## src/rtl/arm_pkg.sv

```systemverilog
// Shared definitions for the arm button step scheduler: FSM states, default
// parameters and the timebase counter width helper.
package arm_pkg;

    typedef enum logic [0:0] {
        IDLE = 1'b0,
        RUN  = 1'b1
    } state_t;

    localparam int N_JOINTS_DEF    = 4;
    localparam int POS_W_DEF       = 8;
    localparam int POS_MIN_DEF     = 0;
    localparam int POS_MAX_DEF     = 180;
    localparam int POS_INIT_DEF    = 90;
    localparam int STEP_CYCLES_DEF = 390625;

    function automatic int cnt_width(input int cycles);
        int w;
        w = $clog2(cycles);
        return (w < 1) ? 1 : w;
    endfunction

endpackage

```

## src/rtl/rr_arbiter.sv

```systemverilog
// Round-robin arbiter: picks the first requester strictly after the one-hot
// last_served position, wrapping around; all-zero grant when nothing requests.
module rr_arbiter #(
    parameter int N = 4
) (
    input  logic [N-1:0] req,
    input  logic [N-1:0] last_served,
    output logic [N-1:0] grant
);

    logic [N-1:0] hi_mask;
    logic [N-1:0] req_hi;
    logic [N-1:0] pick_hi;
    logic [N-1:0] pick_all;
    logic         seen;

    always_comb begin
        hi_mask = '0;
        seen    = 1'b0;
        for (int j = 0; j < N; j++) begin
            hi_mask[j] = seen;
            if (last_served[j]) begin
                seen = 1'b1;
            end
        end
    end

    assign req_hi = req & hi_mask;

    // Scan downwards so the lowest set bit is the one left standing.
    always_comb begin
        pick_hi  = '0;
        pick_all = '0;
        for (int j = N - 1; j >= 0; j--) begin
            if (req_hi[j]) begin
                pick_hi    = '0;
                pick_hi[j] = 1'b1;
            end
            if (req[j]) begin
                pick_all    = '0;
                pick_all[j] = 1'b1;
            end
        end
    end

    assign grant = (req_hi != '0) ? pick_hi : pick_all;

endmodule

```

## src/rtl/arm_btn_step_scheduler.sv

```systemverilog
// Shares one step-rate timebase among the arm joints: synchronizes buttons,
// grants joints round-robin and applies one saturated position step per tick.
//
// state | meaning
// IDLE  | no button request; timebase held at 0, nothing granted
// RUN   | timebase running; granted joint steps on terminal count
module arm_btn_step_scheduler
    import arm_pkg::*;
#(
    parameter int N_JOINTS    = N_JOINTS_DEF,
    parameter int POS_W       = POS_W_DEF,
    parameter int POS_MIN     = POS_MIN_DEF,
    parameter int POS_MAX     = POS_MAX_DEF,
    parameter int POS_INIT    = POS_INIT_DEF,
    parameter int STEP_CYCLES = STEP_CYCLES_DEF
) (
    input  logic                      clk,
    input  logic                      rst,
    input  logic [N_JOINTS-1:0]       btn_up,
    input  logic [N_JOINTS-1:0]       btn_down,
    output logic [N_JOINTS*POS_W-1:0] pos,
    output logic [N_JOINTS-1:0]       grant,
    output logic                      busy,
    output logic                      step_pulse,
    output logic [N_JOINTS-1:0]       at_limit
);

    localparam int                  CW       = cnt_width(STEP_CYCLES);
    localparam logic [CW-1:0]       CNT_LAST = CW'(STEP_CYCLES - 1);
    localparam logic [POS_W-1:0]    P_MIN    = POS_W'(POS_MIN);
    localparam logic [POS_W-1:0]    P_MAX    = POS_W'(POS_MAX);
    localparam logic [POS_W-1:0]    P_INIT   = POS_W'(POS_INIT);
    localparam logic [N_JOINTS-1:0] LS_INIT  = {1'b1, {(N_JOINTS-1){1'b0}}};
    localparam logic                AT_INIT  = (POS_INIT == POS_MIN) || (POS_INIT == POS_MAX);
    localparam logic [0:0]          ST_IDLE  = IDLE;
    localparam logic [0:0]          ST_RUN   = RUN;

    logic [N_JOINTS-1:0] up_m, up_s, dn_m, dn_s;
    logic [N_JOINTS-1:0] req, dir;
    logic [N_JOINTS-1:0] last_served;
    logic [N_JOINTS-1:0] arb_ptr, next_grant;
    logic [POS_W-1:0]    pos_r [N_JOINTS];
    logic [CW-1:0]       cnt;
    logic [0:0]          state;
    logic                any_req, req_g, tick;

    always_ff @(posedge clk or posedge rst) begin
        if (rst) begin
            up_m <= '0;
            up_s <= '0;
            dn_m <= '0;
            dn_s <= '0;
        end else begin
            up_m <= btn_up;
            up_s <= up_m;
            dn_m <= btn_down;
            dn_s <= dn_m;
        end
    end

    assign req     = up_s ^ dn_s;
    assign dir     = up_s;
    assign any_req = |req;
    assign req_g   = |(req & grant);
    assign tick    = (cnt == CNT_LAST);
    assign busy    = (state == ST_RUN);

    // While running the search starts after the current grant, which is also
    // what last_served becomes on a tick; from IDLE it resumes after last_served.
    assign arb_ptr = (state == ST_RUN) ? grant : last_served;

    rr_arbiter #(
        .N(N_JOINTS)
    ) u_arb (
        .req        (req),
        .last_served(arb_ptr),
        .grant      (next_grant)
    );

    always_ff @(posedge clk or posedge rst) begin
        if (rst) begin
            state       <= ST_IDLE;
            cnt         <= '0;
            grant       <= '0;
            last_served <= LS_INIT;
            step_pulse  <= 1'b0;
            for (int j = 0; j < N_JOINTS; j++) begin
                pos_r[j] <= P_INIT;
            end
        end else begin
            step_pulse <= 1'b0;
            case (state)
                ST_IDLE: begin
                    cnt <= '0;
                    if (any_req) begin
                        state <= ST_RUN;
                        grant <= next_grant;
                    end
                end
                ST_RUN: begin
                    if (!any_req) begin
                        state <= ST_IDLE;
                        cnt   <= '0;
                        grant <= '0;
                    end else begin
                        cnt <= tick ? '0 : cnt + 1'b1;
                        if (!req_g) begin
                            grant <= next_grant;
                        end else if (tick) begin
                            last_served <= grant;
                            grant       <= next_grant;
                            for (int j = 0; j < N_JOINTS; j++) begin
                                if (grant[j]) begin
                                    if (dir[j]) begin
                                        if (pos_r[j] != P_MAX) begin
                                            pos_r[j]   <= pos_r[j] + 1'b1;
                                            step_pulse <= 1'b1;
                                        end
                                    end else if (pos_r[j] != P_MIN) begin
                                        pos_r[j]   <= pos_r[j] - 1'b1;
                                        step_pulse <= 1'b1;
                                    end
                                end
                            end
                        end
                    end
                end
                default: state <= ST_IDLE;
            endcase
        end
    end

    always_ff @(posedge clk or posedge rst) begin
        if (rst) begin
            at_limit <= {N_JOINTS{AT_INIT}};
        end else begin
            for (int j = 0; j < N_JOINTS; j++) begin
                at_limit[j] <= (pos_r[j] == P_MIN) || (pos_r[j] == P_MAX);
            end
        end
    end

    always_comb begin
        pos = '0;
        for (int j = 0; j < N_JOINTS; j++) begin
            pos[j*POS_W +: POS_W] = pos_r[j];
        end
    end

endmodule

```

## config.mk

```make
export PLATFORM = sky130hd
export DESIGN_NAME = arm_btn_step_scheduler
export DESIGN_NICKNAME = d
export VERILOG_FILES = /design/src/rtl/arm_pkg.sv /design/src/rtl/rr_arbiter.sv /design/src/rtl/arm_btn_step_scheduler.sv
export SDC_FILE = /design/constraint.sdc
export NUM_CORES = 1
export LEC_CHECK = 0
export ABC_CLOCK_PERIOD_IN_PS = 3200
export CORE_ASPECT_RATIO = 1.4
export CORE_MARGIN = 1
export CORE_UTILIZATION = 42
export DETAILED_ROUTE_END_ITERATION = 12
export GPL_ROUTABILITY_DRIVEN = 0
export PLACE_DENSITY_LB_ADDON = 0.1
export SYNTH_ARGS = -nofsm -noshare
export SYNTH_HDL_FRONTEND = slang
export SYNTH_SLANG_ARGS = --single-unit
```

## constraint.sdc

```tcl
create_clock -name clk -period 3.2 [get_ports clk]
set_input_delay 0.32 -clock clk [delete_from_list [all_inputs] [get_ports clk]]
set_output_delay 0.32 -clock clk [all_outputs]
set_load 0.005 [all_outputs]
```

## Word-level counts from Yosys, hierarchy flattened

Index checks and enable logic that the tools add are counted.

| operators by class | value |
|---|---|
| add/sub/neg operators | 9 |
| reductions and logical operators | 25 |
| equal/unequal tests | 15 |
| muxes and demuxes | 54 |
| bitwise operators | 4 |

Operators by type and width:

| cell | number |
|---|---|
| 8-bit two-way mux | 12 |
| 4-bit two-way mux | 13 |
| 19-bit two-way mux | 2 |
| 19-bit case mux with 2 select lines | 1 |
| 8-bit by 1-bit adder with 8-bit output (second input constant) | 4 |
| 8-bit == test (second input constant) | 4 |
| 8-bit logical NOT | 4 |
| 8-bit inequality test (second input constant) | 4 |
| 8-bit nonzero test | 4 |
| 8-bit by 1-bit subtractor with 8-bit output (second input constant) | 4 |
| 7-bit AND reduction | 4 |
| 1-bit two-way mux | 24 |
| 19-bit by 1-bit adder with 19-bit output (second input constant) | 1 |
| 19-bit == test (second input constant) | 1 |
| 4-bit AND | 2 |
| 2-bit by 1-bit inequality test with 1-bit output (second input constant) | 4 |
| 4-bit case mux with 2 select lines | 1 |
| 2-bit nonzero test | 4 |
| 4-bit OR reduction | 2 |
| 1-bit logical OR | 4 |
| 4-bit by 3-bit inequality test with 1-bit output (second input constant) | 1 |
| 4-bit AND reduction | 1 |
| 4-bit nonzero test | 1 |
| 4-bit XOR | 1 |
| 4 further kinds | 4 |

| word-level totals | value |
|---|---|
| register bits | 80 |
| word-level logic and storage cells | 121 |
| input port bits | 10 |

## Depth between registers and ports, before layout

Gate-level depths: netlist (run 1).

| depth | value |
|---|---|
| depth after elaboration | 17 |
| gate-level depth with buffers | 8 |
| gate-level depth less buffers | 7 |

## Cells and area by module

From an unflattened synthesis (run 1), not the netlist that was laid out.

| unflattened totals | value |
|---|---|
| cells, all modules | 428 |
| area, all modules | 4697.0 sq um |

By module, submodules not included:

| module | cells each | times used | area each (sq um) |
|---|---|---|---|
| arm_btn_step_scheduler | 411 | 1 | 4591.9 |
| rr_arbiter | 17 | 1 | 105.1 |

## Worst setup path before layout (run 1)

OpenSTA, ideal clock, no wires.

| timing | value |
|---|---|
| path type | register to register |
| start point | register up_s[1] (netlist: dir[1]) |
| end point | register pos_r (netlist bit pos[15]) |
| arrival | 1.938 ns |
| setup slack | 1.181 ns |
| cell stages (with the launch flop) | 9 |
| period minus slack after synthesis | 2.019 ns |
| library setup time | 0.080 ns |
| cells stage by stage | dfrtp_1 clkbuf_2 inv_1 ha_1 or2_2 a21o_1 and3_2 o2111ai_1 xnor2_1 |

| between the ends | value |
|---|---|
| cells in the longest elaborated chain, start to end | 4 |
| elaborated cells between the ends (all ways) | 8 |

RTL lines:

| item | RTL line | source |
|---|---|---|
| start, declared | arm_btn_step_scheduler.sv:38 | `logic [N_JOINTS-1:0] up_m, up_s, dn_m, dn_s;` |
| start signal, assigned | arm_btn_step_scheduler.sv:55 | `up_s <= up_m;` |
| 4-bit XOR | arm_btn_step_scheduler.sv:61 | `assign req = up_s ^ dn_s;` |
| 4-bit AND | arm_btn_step_scheduler.sv:64 | `assign req_g = \|(req & grant);` |
| 4-bit OR reduction | arm_btn_step_scheduler.sv:64 |  |
| 7-bit AND reduction (no line) | -- |  |
| end signal, assigned by index | arm_btn_step_scheduler.sv:116 | `pos_r[j] <= pos_r[j] + 1'b1;` |
| end signal, assigned by index | arm_btn_step_scheduler.sv:120 | `pos_r[j] <= pos_r[j] - 1'b1;` |
| end, declared | arm_btn_step_scheduler.sv:42 | `logic [POS_W-1:0] pos_r [N_JOINTS];` |

Several ways; a longest one is shown, not always the timed one.
A chain may end at the register's enable or synchronous reset.

## Final worst setup path (run 1)

| timing | value |
|---|---|
| start point | register cnt[0] |
| end point | register pos_r (netlist bit pos[26]) |

| between the ends | value |
|---|---|
| cells in the longest elaborated chain, start to end | 2 |

RTL lines:

| item | RTL line | source |
|---|---|---|
| start, declared | arm_btn_step_scheduler.sv:43 | `logic [CW-1:0] cnt;` |
| start signal, assigned | arm_btn_step_scheduler.sv:106 | `cnt <= tick ? '0 : cnt + 1'b1;` |
| 19-bit == test | arm_btn_step_scheduler.sv:65 | `assign tick = (cnt == CNT_LAST);` |
| 7-bit AND reduction (no line) | -- |  |

No other way between the ends.

==> results of run 1 <==
-- per-stage QoR --
stage | util, % | power [mW] | hold WS [ns] | setup WS [ns]
final | 53.1 | 2.68 | 0.345 | 0.932
after CTS | 53.1 | 2.72 | 0.347 | 0.865
after global placement | 50.1 | 1.63 | 0.335 | 0.929
after global routing | 53.1 | 2.82 | 0.352 | 0.747
after detailed placement | 50.1 | 1.64 | 0.335 | 0.883
after floorplan | - | 1.49 | 0.331 | 0.855
-- cell families (layout without fill, tap and decap cells) --
kind of cell	count (synthesis)	count (layout)	share of synthesized area (%)
AND/OR/NAND/NOR	131	131	16.4
flip-flops	80	80	44.3
AO/OA/AOI/OAI	68	68	10.6
XOR/XNOR	47	47	9.03
multiplexers	34	34	8.34
adder cells (fa/ha/maj)	30	30	8.89
buffers and inverters	28	92	2.41
-- area by class of cell --
| class | instances | area, µm² | share of cell area (%) |
|---|---|---|---|
| multi-input cells | 310 | 2430 | 43.7 |
| repair buffers | 53 | 526 | 9.46 |
| well taps | 138 | 173 | 3.11 |
| clock inverters | 2 | 35.0 | 0.631 |
| flip-flops and latches | 80 | 2020 | 36.4 |
| inverters | 23 | 87.6 | 1.58 |
| clock buffers | 14 | 284 | 5.11 |
-- critical path: cells and delay by family (launching register included) --
family	cells	cell delay, ns
AND/OR/NAND/NOR	3	1.20
multiplexers	1	0.33
flip-flops	1	0.41
buffers and inverters	1	0.07
adder cells (fa/ha/maj)	1	0.13
-- per-layer routing --
metal	GRT usage, %	part of all wire (%)	vias up
li1	-	-	1645
met1	21.5	43	1606
met2	30.9	52	56
met3	4.20	2.9	13
met4	7.59	1.7	0
met5	0	0	-
-- worst paths after layout --
path,endpoint,slack [ns],depth (start not counted)
setup / recovery,pos[26]$_DFFE_PP0P_,0.93,6
setup reg to reg,pos[26]$_DFFE_PP0P_,0.93,6
min in group asynchronous,cnt[16]$_DFF_PP0_,0.44,2
max in group asynchronous,pos[14]$_DFFE_PP1P_,1.98,3
hold reg to reg,dn_s[2]$_DFF_PP0_,0.34,0
hold / removal,dn_s[2]$_DFF_PP0_,0.34,0
-- Yosys cell counts (12+ instances only) --
cell / number / area, µm²
ha_1: 26 / 325
nor2_1: 31 / 116
inv_1: 23 / 86.3
xnor2_1: 27 / 236
nor3_1: 12 / 60.1
dfrtp_1: 64 / 1600
nand3_1: 19 / 95.1
a21oi_1: 19 / 95.1
nand2_1: 15 / 56.3
xor2_1: 20 / 175
dfstp_2: 16 / 420
mux2_2: 32 / 360
-- cells in the final DEF, fill, tap and decap left out, drive strengths merged, types with 3 or more instances in the layout --
cell           instances
inv                   22
nor2                  31
o21ai                  4
and4                   5
ha                    26
nor3                  12
xor2                  20
or2                    4
and2                   3
or4                    6
dfrtp                 64
fa                     4
clkdlybuf4s50         51
nand4b                 3
dfstp                 16
a21oi                 19
a31oi                  4
nor4                   5
mux2                  32
o2111ai                8
o21bai                 4
nand2                 15
nand3b                 4
o211ai                 7
and3                   7
nand3                 23
clkbuf                14
nand4                  8
a21o                   7
xnor2                 27
a21boi                 3
-- sequential cells by signal (all words and copies together), names as in the netlist --
name,flops
step_pulse,1
cnt,19
up_m,4
pos,32
last_served,3
grant,4
at_limit,4
busy,1
dn_m,4
dn_s,4
dir,4
-- power by group through the flow --
stage	clock (mW)	combinational [mW]	sequential (mW)
floorplan	0	0.338	1.15
global placement	0	0.454	1.18
detailed placement	0	0.459	1.18
CTS	1.10	0.462	1.16
global route	1.13	0.513	1.17
finish	1.07	0.457	1.16
==> out/metrics.yaml, run 1 <==
status: "completed"
port_buffers: 51
seqPwrFrac_pct: 43.2
clkPwrFrac_pct: 39.8
cts_buffers: 9
power_density_mw_per_mm2: 483
clock-sinks: 80
grt_pass1_vias: 3376
cts_max_level: 3
startpoint: "cnt[0]$_DFF_PP0_"
fin_area_mm2: 0.00556
p_int_mw: 1.97
via_per_inst: 5.35
antenna_left: 0
pin_count: 52
synth-edff-count: 0
worstPathArrival_ns: 2.48
grt_pass1_wl_mm: 16.0
clock_latency_ns: 0.34
rsz0062_at_grt: "false"
first_pass_iters: 4
max_freq_mhz: 441
grt-ovfl-total: 0
fin_crit_sh_pct: 70.9
drc: 0
post-cts-setup-buffer-count: 0
crit_slowest_cell: "and4_1"
n_fill_cell: 935
cp-start-kind: "register"
tightest_slew_ns: 0.795
synth-main-ff-cell: "dfrtp_1"
p_leak_nw: 2.54
cts_tree: "done"
die_width_um: 90.1
synthCells: 418
place_hpwl_mm: 7.09
final_cells: 620
initial_utilization_pct: 43.6
path_cells: "inv_1 -> ha_1 -> nor4b_1 -> and4_1 -> nand3_4 -> mux2_2"
clockBufferDepth: 2
slew_violations: 0
maxCapViolCount: 0
nets: 517
antenna_found_initial: 0
antenna_cells: 0
critPathKind: "register to register"
syn_avg_cell_area_um2: 10.9
hold_viol_final: 0
r2r_start: "cnt[0]$_DFF_PP0_"
async_flop_share_pct: 100
crit_path_max_incr_delay_ns: 0.66
cts-resized-gates: 0
synth-seq-cells: 80
finalWirelength_mm: 9.40
drive_gt1_share_pct: 16.2
ys_seq_area_share_pct: 44.3
syn_nets: 458
hp-class: "register to register"
grt_max_degree: 48
place_area_mm2: 0.00524
hold_start: "dn_m[2]$_DFF_PP0_"
synthesis.area_mm2: 0.00456
p_sw_share_pct: 26.6
setup_viol: 0
period_needed_ns: 2.27
rows: 44
fp.dieH_um: 125
hold_buffers: 0
clk_pin_slew_ns: 0.06
p_comb_share_pct: 17.0
worst_setup_path_end_kind: "register"
clock-root-buffer: "clkbuf_16"
post_drt_wl_per_cell_um: 15.2
dp_cells: 604
die_area_mm2: 0.0113
skew_ns: 0.00712
crit_path_max_fanout: 9
relSlewSlack_pct: 46.9
synth_warnings: 0
synth.distinct_cells: 51
area_growth_pct: 21.8
fin_tns_setup_ns: 0
switching_power_uw: 714
vdd_ir_drop_max_mv: 0.324
grtUsageTotal_pct: 18.0
coreArea_mm2: 0.0105
drtIter0Drc: 144
critical_path_required_ns: 3.42
vias: 3320
Note: power is estimated with default switching activity, not from simulation.
==> inputs of run 2 (changes only) <==
Settings changed: ABC_CLOCK_PERIOD_IN_PS 3200 to 2100.
Clock period 3.2 ns to 2.1 ns, I/O delays scaled along.
==> run 2 against run 1 <==
Effect of this change:
- first-iteration DRC count decreased by 16%
- wire length increased by 3.6%
- non-clock buffer count increased by 33
- highest routed layer unchanged
- combinational power increased by 73%
- clock skew decreased by 0.00064 ns
- worst setup slack got worse by 0.86 ns
- largest power group unchanged
- critical endpoint is now pos[5]$_DFFE_PP0P_
- worst hold slack got worse by 0.095 ns
- clock-buffer cell count unchanged
- sequential share of layout area decreased by 1.7 points
==> out/metrics.yaml, run 2 (same netlist as run 1, synthesis figures left out) <==
cts_tree: "done"
crit_buf_inv: 0
layout.area.seq_mm2: 0.00202
fin_crit_sh_pct: 96.4
grt-ovfl-total: 0
setup_slack_ns: 0.0766
grtUsageTotal_pct: 18.7
switching_power_mw: 1.12
place_area_mm2: 0.00552
post_drt_wl_per_cell_um: 14.9
crit_path_max_fanout: 7
p_int_mw: 2.92
skew_ns: 0.00648
vdd_ir_drop_max_mv: 0.383
hold_buffers: 0
cts_max_level: 3
clock-sinks: 80
initial_utilization_pct: 43.6
antenna_found_initial: 0
hold_viol_final: 0
cp-start-kind: "register"
fp.dieH_um: 125
die_area_mm2: 0.0113
coreArea_mm2: 0.0105
n_fill_cell: 929
drive_gt1_share_pct: 22.9
tightest_slew_ns: 0.513
post-cts-setup-buffer-count: 0
setup_viol: 0
grt_pass1_vias: 3545
relSlewSlack_pct: 65.5
fin_tns_setup_ns: 0
clockBufferDepth: 2
cts_buffers: 9
antenna_cells: 0
crit_slowest_cell: "or4_1"
utilization_pct: 55.8
via_per_inst: 5.34
clkPwrFrac_pct: 36.8
p_comb_share_pct: 19.6
critical_path_required_ns: 2.32
place_hpwl_mm: 7.33
grt_max_degree: 27
slew_violations: 0
nets: 550
first_pass_iters: 4
p_sw_share_pct: 27.7
startpoint: "pos[7]$_DFFE_PP0P_"
port_buffers: 51
grt_pass1_wl_mm: 16.9
max_freq_mhz: 494
finalWirelength_mm: 9.73
multi_input_area_mm2: 0.00245
crit_path_max_incr_delay_ns: 0.55
period_needed_ns: 2.02
cts-resized-gates: 0
path_common_cell: "mux2_2"
area_growth_pct: 27.9
rows: 44
largest_reg_flops: 32
pre_cts_slack_ns: 0.0540
drtIter0Drc: 121
r2r_start: "pos[7]$_DFFE_PP0P_"
worst_setup_path_end_kind: "register"
p_leak_nw: 2.69
critical-path-top-delay-family: "simple AND/OR/NAND/NOR gates"
fin_area_mm2: 0.00583
hp-class: "primary input to async pin"
path_cells: "or4_1 -> mux2_2 -> o21a_2 -> nand3_4 -> mux2_2"
clock_latency_ns: 0.34
critPathKind: "register to register"
die_width_um: 90.1
layout_commonest_cell: "dfrtp_1"
dp_cells: 637
clock-root-buffer: "clkbuf_16"
status: "completed"
worstPathArrival_ns: 2.24
clk_pin_slew_ns: 0.06
rsz0062_at_grt: "false"
antenna_left: 0
maxCapViolCount: 0
seqPwrFrac_pct: 43.6
final_cell_mix: "dfrtp_1, clkdlybuf4s50_1, mux2_2, buf_4, nor2_1"
pin_count: 52
power_density_mw_per_mm2: 693
vias: 3487
drc: 0
final_cells: 653
[run 2: worst paths after layout]
kind	to	slack (ns)	cells past startpoint
worst min register to register	dir[2]$_DFF_PP0_	0.34	0
min in group clk	dn_m[0]$_DFF_PP0_	0.31	1
max in group asynchronous	pos[28]$_DFFE_PP1P_	1.29	3
worst min-delay path	dir[1]$_DFF_PP0_	0.25	2
worst max register to register	pos[5]$_DFFE_PP0P_	0.08	5
worst max-delay path	pos[5]$_DFFE_PP0P_	0.08	5
[run 2: metal layers]
metal | track usage [%] | vias up | share of wire (%) | wire, µm
li1 | - | 1702 | - | -
met1 | 22.4 | 1712 | 44 | 4280
met2 | 32.6 | 54 | 51 | 4950
met3 | 3.53 | 19 | 2.7 | 258
met4 | 8.16 | 0 | 2.5 | 246
met5 | 0 | - | 0 | 0
[run 2: final cells by class]
| class | count | area share (%) |
|---|---|---|
| repair buffers | 86 | 13.9 |
| flip-flops and latches | 80 | 34.7 |
| inverters | 23 | 1.54 |
| clock inverters | 2 | 0.214 |
| multi-input cells | 310 | 42.0 |
| clock buffers | 14 | 4.70 |
| well taps | 138 | 2.96 |
[run 2: power by group through the flow]
stage / Sequential (mW) / Clock (mW) / Combinational, mW
after floorplan: 1.75 / 0 / 0.516
after global placement: 1.78 / 0 / 0.777
after detailed placement: 1.78 / 0 / 0.782
after CTS: 1.76 / 1.52 / 0.788
after global routing: 1.78 / 1.59 / 0.889
final: 1.76 / 1.49 / 0.792
[run 2: metrics by stage]
step	hold slack (ns)	power, mW
detailed placement	0.335	2.57
floorplan	0.241	2.27
finish	0.250	4.04
global placement	0.333	2.56
CTS	0.268	4.07
global route	0.303	4.26
